$ cat src/rtl/sdram_port_master.sv
// Burst requester in front of the SDRAM controller: accepts one command at a time,
// stages write data in a FWFT FIFO and returns read data registered by one cycle.
module sdram_port_master #(
  parameter int unsigned WBUF_DEPTH = 256,
  parameter int unsigned TIMEOUT    = 4096
) (
  input  logic        clk_100m,
  input  logic        rst,
  input  logic        cmd_valid,
  output logic        cmd_ready,
  input  logic        cmd_we,
  input  logic [23:0] cmd_addr,
  input  logic [8:0]  cmd_len,
  input  logic        wq_valid,
  input  logic [15:0] wq_data,
  output logic        wq_ready,
  output logic [8:0]  wq_count,
  output logic        rd_valid,
  output logic [15:0] rd_data,
  output logic        done,
  output logic        err,
  output logic [23:0] sdram_wr_addr,
  output logic [15:0] sdram_wr_data,
  output logic        sdram_wr_req,
  output logic [8:0]  sdwr_bytes,
  input  logic        sdram_wr_ack,
  output logic [23:0] sdram_rd_addr,
  output logic        sdram_rd_req,
  output logic [8:0]  sdrd_bytes,
  input  logic [15:0] sdram_rd_data,
  input  logic        sdram_rd_ack,
  input  logic        sdram_init_done,
  input  logic        sdram_busy
);

  localparam int unsigned PTR_W   = $clog2(WBUF_DEPTH);
  localparam int unsigned CNT_W   = PTR_W + 1;
  localparam int unsigned LEN_W   = 9;
  localparam int unsigned TO_W    = 13;
  localparam int unsigned MAX_LEN = 256;

  typedef enum logic [2:0] {
    S_WAIT_INIT,
    S_IDLE,
    S_WR_REQ,
    S_WR_DATA,
    S_RD_REQ,
    S_RD_DATA
  } state_e;

  state_e           state_q, state_d;
  logic [LEN_W-1:0] len_q;
  logic [LEN_W-1:0] ack_cnt_q, ack_cnt_d;
  logic [TO_W-1:0]  to_cnt_q, to_cnt_d;

  logic             wr_req_q, rd_req_q, done_q, err_q, rd_valid_q;
  logic [15:0]      rd_data_q;
  logic [23:0]      wr_addr_q, rd_addr_q;
  logic [LEN_W-1:0] wr_bytes_q, rd_bytes_q;

  logic [15:0]      mem_q [WBUF_DEPTH];
  logic [PTR_W-1:0] wr_ptr_q, rd_ptr_q, rd_ptr_d;
  logic [CNT_W-1:0] count_q, count_d;

  logic             accept, done_d, err_d, rd_strobe;
  logic             push, pop, flush;
  logic             bad_len, wr_side, ack;
  logic [LEN_W-1:0] remaining, count9;

  assign cmd_ready     = (state_q == S_IDLE) && !sdram_busy;
  assign wq_ready      = (state_q != S_WAIT_INIT) && (count_q < CNT_W'(WBUF_DEPTH));
  assign wq_count      = LEN_W'(count_q);
  assign sdram_wr_data = (count_q != '0) ? mem_q[rd_ptr_q] : 16'h0000;

  assign rd_valid      = rd_valid_q;
  assign rd_data       = rd_data_q;
  assign done          = done_q;
  assign err           = err_q;
  assign sdram_wr_req  = wr_req_q;
  assign sdram_rd_req  = rd_req_q;
  assign sdram_wr_addr = wr_addr_q;
  assign sdram_rd_addr = rd_addr_q;
  assign sdwr_bytes    = wr_bytes_q;
  assign sdrd_bytes    = rd_bytes_q;

  assign push      = wq_valid && wq_ready;
  assign count9    = LEN_W'(count_q);
  assign remaining = len_q - ack_cnt_q;
  assign bad_len   = (cmd_len == '0) || (cmd_len > LEN_W'(MAX_LEN)) ||
                     (cmd_we && (cmd_len > count9));
  assign wr_side   = (state_q == S_WR_REQ) || (state_q == S_WR_DATA);
  assign ack       = wr_side ? sdram_wr_ack : sdram_rd_ack;

  // Transfer sequencing: request, ack counting, timeout and init-loss abort.
  always_comb begin
    state_d   = state_q;
    ack_cnt_d = ack_cnt_q;
    to_cnt_d  = to_cnt_q;
    accept    = 1'b0;
    done_d    = 1'b0;
    err_d     = 1'b0;
    pop       = 1'b0;
    rd_strobe = 1'b0;
    flush     = 1'b0;
    case (state_q)
      S_WAIT_INIT: begin
        if (sdram_init_done) state_d = S_IDLE;
      end
      S_IDLE: begin
        if (!sdram_init_done) begin
          state_d = S_WAIT_INIT;
        end else if (cmd_valid && cmd_ready) begin
          if (bad_len) begin
            err_d = 1'b1;
          end else begin
            accept    = 1'b1;
            ack_cnt_d = '0;
            to_cnt_d  = '0;
            state_d   = cmd_we ? S_WR_REQ : S_RD_REQ;
          end
        end
      end
      S_WR_REQ, S_WR_DATA, S_RD_REQ, S_RD_DATA: begin
        if (!sdram_init_done) begin
          state_d = S_WAIT_INIT;
          err_d   = 1'b1;
          flush   = wr_side;
        end else if (ack && (ack_cnt_q < len_q)) begin
          ack_cnt_d = ack_cnt_q + LEN_W'(1);
          to_cnt_d  = '0;
          pop       = wr_side;
          rd_strobe = !wr_side;
          if ((ack_cnt_q + LEN_W'(1)) == len_q) begin
            state_d = S_IDLE;
            done_d  = 1'b1;
          end else begin
            state_d = wr_side ? S_WR_DATA : S_RD_DATA;
          end
        end else if (to_cnt_q == TO_W'(TIMEOUT - 1)) begin
          state_d = S_IDLE;
          err_d   = 1'b1;
          flush   = wr_side;
        end else begin
          to_cnt_d = to_cnt_q + TO_W'(1);
        end
      end
      default: state_d = S_WAIT_INIT;
    endcase
  end

  // A failed write discards the words it would have consumed so the FIFO stays aligned.
  always_comb begin
    count_d  = count_q;
    rd_ptr_d = rd_ptr_q;
    if (flush) begin
      count_d  = count_q - CNT_W'(remaining);
      rd_ptr_d = rd_ptr_q + PTR_W'(remaining);
    end else if (pop) begin
      count_d  = count_q - CNT_W'(1);
      rd_ptr_d = rd_ptr_q + PTR_W'(1);
    end
    if (push) count_d = count_d + CNT_W'(1);
  end

  always_ff @(posedge clk_100m) begin
    if (push) mem_q[wr_ptr_q] <= wq_data;
  end

  always_ff @(posedge clk_100m or posedge rst) begin
    if (rst) begin
      state_q    <= S_WAIT_INIT;
      len_q      <= '0;
      ack_cnt_q  <= '0;
      to_cnt_q   <= '0;
      wr_req_q   <= 1'b0;
      rd_req_q   <= 1'b0;
      done_q     <= 1'b0;
      err_q      <= 1'b0;
      rd_valid_q <= 1'b0;
      rd_data_q  <= '0;
      wr_addr_q  <= '0;
      rd_addr_q  <= '0;
      wr_bytes_q <= '0;
      rd_bytes_q <= '0;
      wr_ptr_q   <= '0;
      rd_ptr_q   <= '0;
      count_q    <= '0;
    end else begin
      state_q    <= state_d;
      ack_cnt_q  <= ack_cnt_d;
      to_cnt_q   <= to_cnt_d;
      wr_req_q   <= (state_d == S_WR_REQ);
      rd_req_q   <= (state_d == S_RD_REQ);
      done_q     <= done_d;
      err_q      <= err_d;
      rd_valid_q <= rd_strobe;
      if (rd_strobe) rd_data_q <= sdram_rd_data;
      if (accept) begin
        len_q <= cmd_len;
        if (cmd_we) begin
          wr_addr_q  <= cmd_addr;
          wr_bytes_q <= cmd_len;
        end else begin
          rd_addr_q  <= cmd_addr;
          rd_bytes_q <= cmd_len;
        end
      end
      if (push) wr_ptr_q <= wr_ptr_q + PTR_W'(1);
      rd_ptr_q <= rd_ptr_d;
      count_q  <= count_d;
    end
  end

endmodule

$ cat config.mk
export PLATFORM = sky130hd
export DESIGN_NAME = sdram_port_master
export DESIGN_NICKNAME = d
export VERILOG_FILES = /design/src/rtl/sdram_port_master.sv
export SDC_FILE = /design/constraint.sdc
export NUM_CORES = 2
export LEC_CHECK = 0
export CAP_MARGIN = 25
export CORE_MARGIN = 8
export CORE_UTILIZATION = 55
export CTS_BUF_LIST = sky130_fd_sc_hd__clkbuf_16
export CTS_CLUSTER_SIZE = 40
export DETAILED_ROUTE_END_ITERATION = 8
export GPL_TIMING_DRIVEN = 0
export PLACE_DENSITY = 0.7
export SETUP_SLACK_MARGIN = 0.05
export SYNTH_ARGS = -nofsm -noshare
export SYNTH_HDL_FRONTEND = slang
export SYNTH_SLANG_ARGS = --single-unit
$ cat constraint.sdc
create_clock -name clk_100m -period 5.8 [get_ports clk_100m]
set_input_delay 1.16 -clock clk_100m [delete_from_list [all_inputs] [get_ports clk_100m]]
set_output_delay 1.16 -clock clk_100m [all_outputs]
set_load 0.005 [all_outputs]
==> out/metrics.yaml <==
grt_total_ovfl: 0
area.growth.synth_to_final_pct: 16.98
dp_hpwl_um: 289400
synthCells: 7026
outcome: "finished clean"
vias: 81430
placeableCoreArea_um2: 296800
synth_area_um2: 164000
finalHoldViolations: 0
dpl_cell_area_um2: 176100
number_of_buffers_added_to_fix_hold_violations_after_cts: 0
crit_path_class: "reg2out"
finalHoldWorstSlack_ps: 481.7
avgSynthCellArea_um2: 23.34
dr_wl_cell_um: 35.99
end_kind: "output pin"
yosys_warnings: 0
timing_max_transition_violations_final: 0
postLayoutSetupSlackWorst_ps: 20.34
synth_top_area_frac: 0.7501
cpMostUsedCell: "sky130_fd_sc_hd__buf_16"
yosysUniqueCellTypes: 70
portBuffers: 186
route.final.wire_length_um: 439200
ys_ff_latch: 4242
insertion_delay_ps: 1000
number_of_enable_flip_flop_cells_after_synthesis: 4096
post-route-period-util: 0.9965
max-slew-margin-rel: 0.2857
pwr_density_cell_nw_per_um2: 421.4
cp_cell_sequence: "buf_12, buf_16, buf_12, buf_16, buf_16, mux4_2, mux4_2, a22oi_2, nand2_2, a211oi_2, a211oi_2, clkdlybuf4s15_1"
slowest_stage: "sky130_fd_sc_hd__mux4_2"
layout_cell_share_with_drive_strength_beyond_1: 0.3565
cts_max_level: 5
synth_sequential_area_ratio: 0.7723
max_freq_mhz: 173.0
timing.critical_path.fanout_max: 8
globalRouteTotalUtil: 0.2746
grt_first_pass_wirelength_um: 614500
clk_transition_reported_paths_ps: 60
max_cap_violations: 0
max-vdd-ir-drop_uv: 311.5
async_flop_share: 0.03442
path_delay_family: "buffers and inverters"
finish.instance_area_um2: 191800
final_antenna_net_count: 0
worstPathArrival_ps: 4620
detail_route.first_pass.iterations: 6
ioPinCount: 188
cp-start-kind: "register"
grt_pass1_vias: 80970
viasPerCell: 6.672
p_leak_nw: 60.82
tightestPinTransition_ps: 1068
finClkSkew_ps: 79.00
initial_utilization: 0.5525
floorplan.die_area_um2: 315900
synth.area.top_cells: "sky130_fd_sc_hd__edfxtp_1 (75%), sky130_fd_sc_hd__mux4_2 (18%), sky130_fd_sc_hd__dfrtp_1 (2.2%)"
drc_markers: 0
cp_slowest_stage_delay_ps: 560
num_rows: 200
die-height_um: 562.0
hp-class: "reg2reg"
setup-violations-final: 0
yosys_most_used_dff: "sky130_fd_sc_hd__edfxtp_1"
cts_buffers: 410
clockRootBuffer: "sky130_fd_sc_hd__clkbuf_16"
cts.sinks: 4242
placement.setup.worst_slack_ps: -1393
grt_setup_unrepaired: "true"
nNetsFinal: 8028
grt_antenna_before_repair: 19
synth.net_count: 7144
largest_area_contributor_in_the_synthesized_netlist: "sky130_fd_sc_hd__edfxtp_1"
timing.critical_path.required_ps: 4640
grt_start_max_net_pins: 161
gpl.final_weighted_congestion: 0.9138
tritoncts: "done"
floorplan.die.width_um: 562.0
clockBufferDepth: 4
path_buf_inv: 6
final_period_minus_worst_setup_slack_ps: 5780
tns_ps: 0
post-route-util: 0.6463
drt_iter0_drc: 11980
filler_cell_count: 18740
[path summary, 6_finish.rpt]
| kind | from | end | slack [ps] | cells after the start |
|---|---|---|---|---|
| max | rd_ptr_q[0] | sdram_wr_data[12] | 20 | 12 |
| min | rd_data[14] | rd_data[14] | 480 | 2 |
| max reg2reg | state_q[1] | mem_q[121][15] | 190 | 9 |
| min reg2reg | rd_data[14] | rd_data[14] | 480 | 2 |
| max in group asynchronous | rst | rd_ptr_q[1] | 4200 | 3 |
| min in group asynchronous | rst | sdram_wr_addr[2] | 780 | 2 |
[layout by cell type, fill, tap and decap left out, drive strengths merged, types with 11 or more instances in the layout]
master / Yosys / final
edfxtp: 4096 / 4096
mux4: 1280 / 1280
clkbuf: 216 / 636
buf: 168 / 458
nor2: 305 / 305
clkinv: 1 / 188
clkdlybuf4s50: 0 / 154
dfrtp: 146 / 146
inv: 32 / 144
nand2: 129 / 129
a22oi: 128 / 128
a21oi: 83 / 83
mux2: 78 / 78
ha: 41 / 41
xnor2: 39 / 39
nand3: 36 / 36
a211oi: 33 / 33
bufinv: 0 / 31
o21ai: 29 / 29
xor2: 21 / 21
nor2b: 21 / 21
diode: 0 / 17
nor3: 17 / 17
clkdlybuf4s15: 0 / 17
nand4: 14 / 14
and2: 11 / 11
[per-stage QoR]
step,instances,total power [mW]
2_1_floorplan,7026,45.62
3_3_place_gp,11150,53.43
3_5_place_dp,11410,53.64
4_1_cts,12180,80.57
5_1_grt,12190,82.67
6_report,12210,80.83
[cell families (layout without fill, tap and decap cells)]
| kind of cell | Yosys count | after routing | share of synthesized area |
|---|---|---|---|
| xor gates and xnor gates | 60 | 60 | 0.003205 |
| and+or+nand+nor | 578 | 578 | 0.01541 |
| muxes | 1363 | 1363 | 0.1815 |
| adders and majority gates | 44 | 44 | 0.003495 |
| other | 0 | 17 | 0 |
| DFF | 4242 | 4242 | 0.7723 |
| buffers and inverters | 417 | 1640 | 0.01078 |
| AOI/OAI and AO/OA | 322 | 322 | 0.01331 |
[state kept, by name (all words and copies together) (netlist names)]
signal	count
wq_count	9
sdram_wr_addr	24
sdram_rd_req	1
ack_cnt_q	9
done	1
to_cnt_q	13
mem_q	4096
wr_ptr_q	8
state_q	3
len_q	9
rd_data	16
sdram_wr_req	1
err	1
rd_valid	1
sdwr_bytes	9
sdrd_bytes	9
sdram_rd_addr	24
rd_ptr_q	8
[worst min-delay path, stage by stage (launching register included)]
cell and delay, ps:
sky130_fd_sc_hd__dfrtp_1 340, sky130_fd_sc_hd__nand2_1 50, sky130_fd_sc_hd__nand2_1 60
[synthesized netlist by cell type, types with 32 or more instances]
cell type / n
sky130_fd_sc_hd__edfxtp_1: 4096
sky130_fd_sc_hd__mux4_2: 1280
sky130_fd_sc_hd__nor2_1: 305
sky130_fd_sc_hd__clkbuf_1: 216
sky130_fd_sc_hd__dfrtp_1: 146
sky130_fd_sc_hd__a22oi_1: 128
sky130_fd_sc_hd__nand2_1: 128
sky130_fd_sc_hd__buf_2: 120
sky130_fd_sc_hd__a21oi_1: 83
sky130_fd_sc_hd__mux2_2: 78
sky130_fd_sc_hd__ha_1: 41
sky130_fd_sc_hd__buf_1: 40
sky130_fd_sc_hd__xnor2_1: 39
sky130_fd_sc_hd__nand3_1: 36
sky130_fd_sc_hd__a211oi_1: 32
sky130_fd_sc_hd__inv_1: 32
[power breakdown]
| group | total, mW | internal (mW) | switching, mW |
|---|---|---|---|
| Combinational | 20.8 | 9.16 | 11.7 |
| Clock | 25.9 | 14.4 | 11.5 |
| Sequential | 34.1 | 33.8 | 0.255 |
| Total | 80.8 | 57.4 | 23.5 |
[layer usage]
layer	wire length [um]	GRT usage	share of wire	up-vias
li1	-	-	-	31840
met1	160700	0.3808	0.37	43340
met2	205600	0.4241	0.47	5376
met3	52690	0.07078	0.12	872
met4	20080	0.1088	0.046	4
met5	67	0	0.00015	-
[what timing repair did]
action,in CTS,in global routing
pin swaps,38,30
resized for setup,651,79
endpoints found under the setup margin,16,15
cloned,2,2
setup buffers,9,4
[layout make-up]
class / count / area, um^2 / share of cell area
repair buffers: 473 / 6863 / 0.03578
plain buffers: 383 / 3055 / 0.01593
diodes: 17 / 42.54 / 0.0002218
inverters: 33 / 128.9 / 0.0006718
clock inverters: 339 / 2756 / 0.01437
well taps: 3939 / 4928 / 0.02569
flip-flops and latches: 4242 / 126700 / 0.6603
clock buffers: 412 / 10310 / 0.05375
multi-input cells: 2367 / 37090 / 0.1933
(Power assumes the default switching activity.)
